File: src/rtl/multi_blink_counter.sv
// -----------------------------------------------------------------------------
// multi_blink_counter
//
// A shared free-running prescaler produces a one-cycle tick once every
// 2^LOG2DELAY clocks. Each tick can step any number of independent channel
// counters. Each channel is either free-running (wraps) or one-shot (stops at
// its terminal value and raises a sticky done flag). A single load port can
// overwrite any one channel at any time.
//
// Optional feature (compile-time macro MULTI_BLINK_PWM_EN):
//   When defined, each channel drives a PWM output. The output is high while
//   the top BITS bits of the prescaler are below that channel's count. This
//   requires LOG2DELAY >= BITS. When the macro is undefined, pwm is tied to 0
//   and no comparators are built.
//
// Parameters:
//   BITS       width of each channel counter
//   LOG2DELAY  prescaler width (tick period = 2^LOG2DELAY clocks)
//   CHANNELS   number of channels, 1..16
//
// Ports:
//   clk       clock, all state changes on rising edge
//   rst_n     asynchronous active-low reset
//   en        per-channel count enable
//   dir       per-channel direction (0 = up, 1 = down)
//   oneshot   per-channel mode (0 = free-run wrap, 1 = stop at terminal)
//   load      load strobe for channel load_ch
//   load_ch   channel index to load (values >= CHANNELS are ignored)
//   load_val  value written on load
//   tick      one-cycle pulse while the prescaler is all-ones
//   count     packed channel values, channel i at [i*BITS +: BITS]
//   done      per-channel sticky terminal flag (one-shot mode only)
//   pwm       per-channel duty-cycle output
// -----------------------------------------------------------------------------
module multi_blink_counter #(
  parameter int BITS      = 4,
  parameter int LOG2DELAY = 22,
  parameter int CHANNELS  = 2
) (
  input  logic                                             clk,
  input  logic                                             rst_n,
  input  logic [CHANNELS-1:0]                              en,
  input  logic [CHANNELS-1:0]                              dir,
  input  logic [CHANNELS-1:0]                              oneshot,
  input  logic                                             load,
  input  logic [((CHANNELS > 1) ? $clog2(CHANNELS) : 1)-1:0] load_ch,
  input  logic [BITS-1:0]                                  load_val,
  output logic                                             tick,
  output logic [CHANNELS*BITS-1:0]                         count,
  output logic [CHANNELS-1:0]                              done,
  output logic [CHANNELS-1:0]                              pwm
);

  logic [LOG2DELAY-1:0] prescaler_q;
  logic [LOG2DELAY-1:0] prescaler_d;
  logic [BITS-1:0]      count_q [CHANNELS];
  logic [BITS-1:0]      count_d [CHANNELS];
  logic [CHANNELS-1:0]  done_q;
  logic [CHANNELS-1:0]  done_d;
  logic [BITS-1:0]      step_val;
  logic [BITS-1:0]      term_val;

  // The prescaler reset value is 0, so tick is low during reset automatically.
  assign tick = &prescaler_q;

  always_comb begin
    prescaler_d = prescaler_q + LOG2DELAY'(1);
  end

  // Per-channel next state. Load has priority over stepping. done is only
  // retained while the channel stays in one-shot mode, so leaving one-shot
  // clears it on the following edge.
  always_comb begin
    step_val = '0;
    term_val = '0;
    for (int i = 0; i < CHANNELS; i++) begin
      count_d[i] = count_q[i];
      done_d[i]  = done_q[i] & oneshot[i];
      if (load && (int'(load_ch) == i)) begin
        count_d[i] = load_val;
        done_d[i]  = 1'b0;
      end else if (tick && en[i]) begin
        step_val = dir[i] ? (count_q[i] - BITS'(1)) : (count_q[i] + BITS'(1));
        term_val = dir[i] ? '0 : '1;
        if (!oneshot[i]) begin
          count_d[i] = step_val;
        end else if (!done_q[i]) begin
          // A channel already sitting on its terminal value only flags done.
          if (count_q[i] == term_val) begin
            done_d[i] = 1'b1;
          end else begin
            count_d[i] = step_val;
            if (step_val == term_val) begin
              done_d[i] = 1'b1;
            end
          end
        end
      end
    end
  end

  always_ff @(posedge clk or negedge rst_n) begin
    if (!rst_n) begin
      prescaler_q <= '0;
      done_q      <= '0;
      for (int i = 0; i < CHANNELS; i++) begin
        count_q[i] <= '0;
      end
    end else begin
      prescaler_q <= prescaler_d;
      done_q      <= done_d;
      for (int i = 0; i < CHANNELS; i++) begin
        count_q[i] <= count_d[i];
      end
    end
  end

  assign done = done_q;

  for (genvar g = 0; g < CHANNELS; g++) begin : g_count_out
    assign count[g*BITS +: BITS] = count_q[g];
  end

`ifdef MULTI_BLINK_PWM_EN
  // The top BITS bits of the prescaler act as a sawtooth reference, so a
  // count of N yields a duty cycle of N/2^BITS. Count 0 keeps pwm low.
  for (genvar g = 0; g < CHANNELS; g++) begin : g_pwm
    assign pwm[g] = (prescaler_q[LOG2DELAY-1 -: BITS] < count_q[g]);
  end
`else
  assign pwm = '0;
`endif

endmodule

File: config.mk
export PLATFORM = sky130hd
export DESIGN_NAME = multi_blink_counter
export DESIGN_NICKNAME = d
export VERILOG_FILES = /design/src/rtl/multi_blink_counter.sv
export SDC_FILE = /design/constraint.sdc
export NUM_CORES = 1
export LEC_CHECK = 0
export BUFFER_PORTS_ARGS = -buffer_cell sky130_fd_sc_hd__buf_2
export CAP_MARGIN = 20
export CORE_ASPECT_RATIO = 1.1
export CORE_MARGIN = 4
export CORE_UTILIZATION = 30
export CTS_CLUSTER_DIAMETER = 120
export DETAILED_ROUTE_END_ITERATION = 6
export GPL_ROUTABILITY_DRIVEN = 0
export SLEW_MARGIN = 15
export SYNTH_ARGS = -nofsm -noshare
export SYNTH_HDL_FRONTEND = slang
export SYNTH_SLANG_ARGS = --single-unit
File: constraint.sdc
create_clock -name clk -period 1.95 [get_ports clk]
set_clock_uncertainty 0.2 [all_clocks]
set_input_delay 0.195 -clock clk [delete_from_list [all_inputs] [get_ports clk]]
set_output_delay 0.195 -clock clk [all_outputs]
set_load 0.01 [all_outputs]
==> metrics.txt <==
# TYPE chip_impl_metric gauge
chip_impl_metric{name="die_width",unit="um"} 82.4
chip_impl_metric{name="starting_density_of_the_core",unit="%"} 31.2
chip_impl_metric{name="comb_power_share",unit="%"} 25.2
chip_impl_metric{name="worst_ir_drop_vdd",unit="V"} 0.000429
chip_impl_metric{name="dr_total_vias",unit=""} 1639
chip_impl_info{name="outcome",value="finished, violations left"} 1
chip_impl_metric{name="syn-cell-area",unit="um^2"} 1830
chip_impl_metric{name="remaining_routing_drc_violations",unit=""} 0
chip_impl_metric{name="synthesized_instance_count",unit=""} 185
chip_impl_info{name="violations",value="negative hold slack, negative setup slack"} 1
chip_impl_metric{name="power.share.switching",unit="%"} 28.8
chip_impl_metric{name="leak",unit="uW"} 0.00126
chip_impl_metric{name="final_net_count",unit=""} 288
chip_impl_metric{name="synth.yosys.seq_area_share",unit="%"} 43.9
chip_impl_info{name="cp-end-kind",value="register"} 1
chip_impl_metric{name="power.share.sequential",unit="%"} 45.0
chip_impl_metric{name="r2r_depth",unit=""} 6
chip_impl_metric{name="die_area",unit="um^2"} 7400
chip_impl_metric{name="crit_path_arrival_time",unit="ns"} 2.08
chip_impl_metric{name="synth-warning-count",unit=""} 0
chip_impl_metric{name="number_of_instances_on_the_worst_hold_path",unit=""} 3
chip_impl_metric{name="slew_violations",unit=""} 0
chip_impl_metric{name="cts-buffers-inserted",unit=""} 5
chip_impl_info{name="hp-class",value="input pin to register"} 1
chip_impl_metric{name="post_synth_num_cell_types",unit=""} 41
chip_impl_metric{name="combined_area_of_the_multi_input_logic_cells",unit="um^2"} 1190
chip_impl_metric{name="drtAntennaViolNets",unit=""} 0
chip_impl_metric{name="ys_ff_latch",unit=""} 32
chip_impl_metric{name="portBuffers",unit=""} 24
chip_impl_metric{name="core_area",unit="um^2"} 5840
chip_impl_metric{name="finalWorstPathRequiredPeriod",unit="ns"} 2.06
chip_impl_metric{name="dr.pass1.iters",unit=""} 4
chip_impl_metric{name="grt_first_pass_wirelength",unit="um"} 7180
chip_impl_metric{name="power-per-cell-area",unit="nW/um^2"} 582
chip_impl_metric{name="detailedPlace.worstSlack",unit="ns"} -0.114
chip_impl_metric{name="totalPowerFinal",unit="uW"} 1590
chip_impl_metric{name="post-route-util",unit="%"} 46.8
chip_impl_metric{name="ctsHtreeMaxLevel",unit=""} 2
chip_impl_metric{name="vias_per_std_cell",unit=""} 4.76
chip_impl_info{name="critPathLaunchType",value="register"} 1
chip_impl_metric{name="initialDrtViolationCount",unit=""} 75
chip_impl_metric{name="first_global_vias",unit=""} 1626
chip_impl_metric{name="antenna_found_initial",unit=""} 0
chip_impl_metric{name="setup_viol",unit=""} 5
chip_impl_metric{name="crit_fanout",unit=""} 3
chip_impl_metric{name="numClockSinks",unit=""} 32
chip_impl_metric{name="clk_pin_slew",unit="ns"} 0.07
chip_impl_metric{name="power.net_switching",unit="uW"} 458
chip_impl_metric{name="grt_start_max_net_pins",unit=""} 20
chip_impl_metric{name="core.rowCount",unit=""} 29
chip_impl_metric{name="critPathRequiredTime",unit="ns"} 1.97
chip_impl_metric{name="drive_gt1_share",unit="%"} 41.9
chip_impl_metric{name="power_report.internal_total",unit="uW"} 1130
chip_impl_info{name="synth_ff_type",value="sky130_fd_sc_hd__dfrtp_1"} 1
chip_impl_metric{name="power.clock.fraction",unit="%"} 29.8
chip_impl_metric{name="maximum_number_of_buffers_from_clock_root_to_sink",unit=""} 2
chip_impl_metric{name="synth_area_per_cell",unit="um^2"} 9.87
chip_impl_metric{name="fill_cells",unit=""} 561
chip_impl_metric{name="fp.dieH",unit="um"} 89.8
chip_impl_metric{name="async_reset_ff_share",unit="%"} 100
chip_impl_metric{name="final_min_period_over_clock_period",unit="%"} 106
chip_impl_metric{name="antennaDiodeCount",unit=""} 0
chip_impl_metric{name="grt.overflow.total",unit=""} 0
chip_impl_metric{name="clock_latency_on_the_worst_skew_pair",unit="ns"} 0.28
chip_impl_metric{name="max_cap_viol_count",unit=""} 0
chip_impl_info{name="clockRootBuffer",value="sky130_fd_sc_hd__clkbuf_8"} 1
chip_impl_metric{name="syn_to_final_growth",unit="%"} 49.8
chip_impl_metric{name="num_io_pins",unit=""} 27
chip_impl_metric{name="post_drt_wl_per_cell",unit="um"} 13.0
chip_impl_metric{name="fin_ws",unit="ns"} -0.109
chip_impl_info{name="rsz0062_at_grt",value="yes"} 1
chip_impl_metric{name="grtUsageTotal",unit="%"} 12.3
chip_impl_metric{name="drt_wl_total",unit="um"} 4490
chip_impl_metric{name="max_freq",unit="MHz"} 486
chip_impl_metric{name="seqCellArea",unit="um^2"} 806
chip_impl_info{name="worstSetupPathType",value="register to register"} 1
chip_impl_metric{name="hold_slack",unit="ns"} -0.00608
chip_impl_metric{name="dp_hpwl",unit="um"} 3230
chip_impl_info{name="clock_tree_from_tritoncts",value="done"} 1
chip_impl_metric{name="number_of_enable_flip_flop_cells_after_synthesis",unit=""} 0
chip_impl_metric{name="final-hold-violation-count",unit=""} 1
stage by stage:
step | instances | hold WS [ns] | setup TNS (ns) | instance area, um^2
6_report | 344 | -0.00608 | -0.339 | 2730
5_1_grt | 344 | 0.000306 | -1.35 | 2730
4_1_cts | 335 | 0.00143 | -0.366 | 2520
3_5_place_dp | 320 | -0.0172 | -0.553 | 2310
3_3_place_gp | 320 | -0.0288 | -0.339 | 2310
2_1_floorplan | 186 | -0.301 | -0.0939 | 1850
final timing paths:
| path | start | end | slack [ns] |
|---|---|---|---|
| worst min-delay path | load | count[6]$_DFFE_PN0P_ | -0.006 |
| max in group asynchronous | rst_n | prescaler_q[16]$_DFF_PN0_ | 0.79 |
| worst max-delay path | count[4]$_DFFE_PN0P_ | done[1]$_DFF_PN0_ | -0.11 |
| worst max register to register | count[4]$_DFFE_PN0P_ | done[1]$_DFF_PN0_ | -0.11 |
| min in group asynchronous | rst_n | done[1]$_DFF_PN0_ | 0.19 |
| worst min register to register | prescaler_q[7]$_DFF_PN0_ | prescaler_q[7]$_DFF_PN0_ | 0.29 |
what timing repair did:
| action | 4_1_cts | 5_1_grt |
|---|---|---|
| pin swaps | 4 | 16 |
| gates resized for setup | 11 | 29 |
| buffers inserted | 2 | 9 |
| endpoints found under the setup margin | 11 | 11 |
| hold endpoints to repair | 24 | 0 |
| hold buffers | 6 | 0 |
cell families after synthesis:
family                     share of synthesized area [%]
AOI/OAI and AO/OA                                   9.80
other                                              0.205
and+or+nand+nor                                     25.2
muxes                                               1.10
adders and majority gates                           5.62
DFF                                                 43.9
buffers and inverters                               2.26
xor gates and xnor gates                            12.0
Yosys cell counts, drive strengths merged (2+ instances only):
cell | n | area, um^2
nor2 | 14 | 52.6
a31oi | 6 | 37.5
mux2i | 2 | 20.0
ha | 5 | 62.6
nand3 | 12 | 60.1
dfrtp | 32 | 801
or3 | 2 | 12.5
xor2 | 8 | 70.1
nand3b | 3 | 22.5
and3 | 5 | 33.8
and4 | 2 | 18.8
nand2b | 3 | 18.8
fa | 2 | 40.0
nand4 | 7 | 50.1
a21oi | 9 | 45.0
buf | 2 | 15.0
o21ai | 8 | 40.0
and2 | 2 | 13.8
inv | 7 | 26.3
nor4 | 2 | 27.5
xnor2 | 17 | 149
o31ai | 3 | 22.5
nor3 | 3 | 15.0
or3b | 4 | 35.0
nand2 | 15 | 58.8
power groups by stage:
stage | clock [uW] | combinational (uW) | sequential (uW)
2_1_floorplan | 0 | 170 | 735
3_3_place_gp | 0 | 315 | 721
3_5_place_dp | 0 | 320 | 722
4_1_cts | 488 | 341 | 710
5_1_grt | 515 | 446 | 719
6_report | 473 | 401 | 716
cell type report:
cell class | count | share of cell area (%)
Multi-Input combinational cell | 145 | 43.5
Sequential cell | 32 | 29.5
Clock inverter | 1 | 0.183
Tap cell | 77 | 3.52
Clock buffer | 6 | 2.65
Timing Repair Buffer | 76 | 19.7
Inverter | 7 | 0.961
flip-flops by register name, summed over array words and instances (netlist names):
signal / count
prescaler_q: 22
done: 2
count: 8
metal layers:
layer	share of wire [%]	global-route usage (%)
met2	50	19.8
met3	5.2	3.50
met4	0.74	3.32
met5	0	0
met1	44	15.9
cell usage in the layout, fill, tap and decap left out, types with 7 or more instances in the layout:
master / synthesis / routed
sky130_fd_sc_hd__buf_4: 2 / 44
sky130_fd_sc_hd__dfrtp_1: 32 / 28
sky130_fd_sc_hd__buf_2: 0 / 23
sky130_fd_sc_hd__xnor2_1: 17 / 16
sky130_fd_sc_hd__nand2_1: 14 / 14
sky130_fd_sc_hd__nor2_1: 14 / 13
sky130_fd_sc_hd__nand3_1: 12 / 11
sky130_fd_sc_hd__inv_1: 7 / 7
sky130_fd_sc_hd__xor2_1: 8 / 7
critical path: stages, from the launching register on:
cell and delay [ns]:
sky130_fd_sc_hd__dfrtp_2 0.42, sky130_fd_sc_hd__fa_1 0.55, sky130_fd_sc_hd__or3b_4 0.37, sky130_fd_sc_hd__mux2i_1 0.13, sky130_fd_sc_hd__a31oi_1 0.09, sky130_fd_sc_hd__nor2_1 0.10, sky130_fd_sc_hd__o211a_1 0.14
No activity file was read; power rests on OpenSTA's default activity.
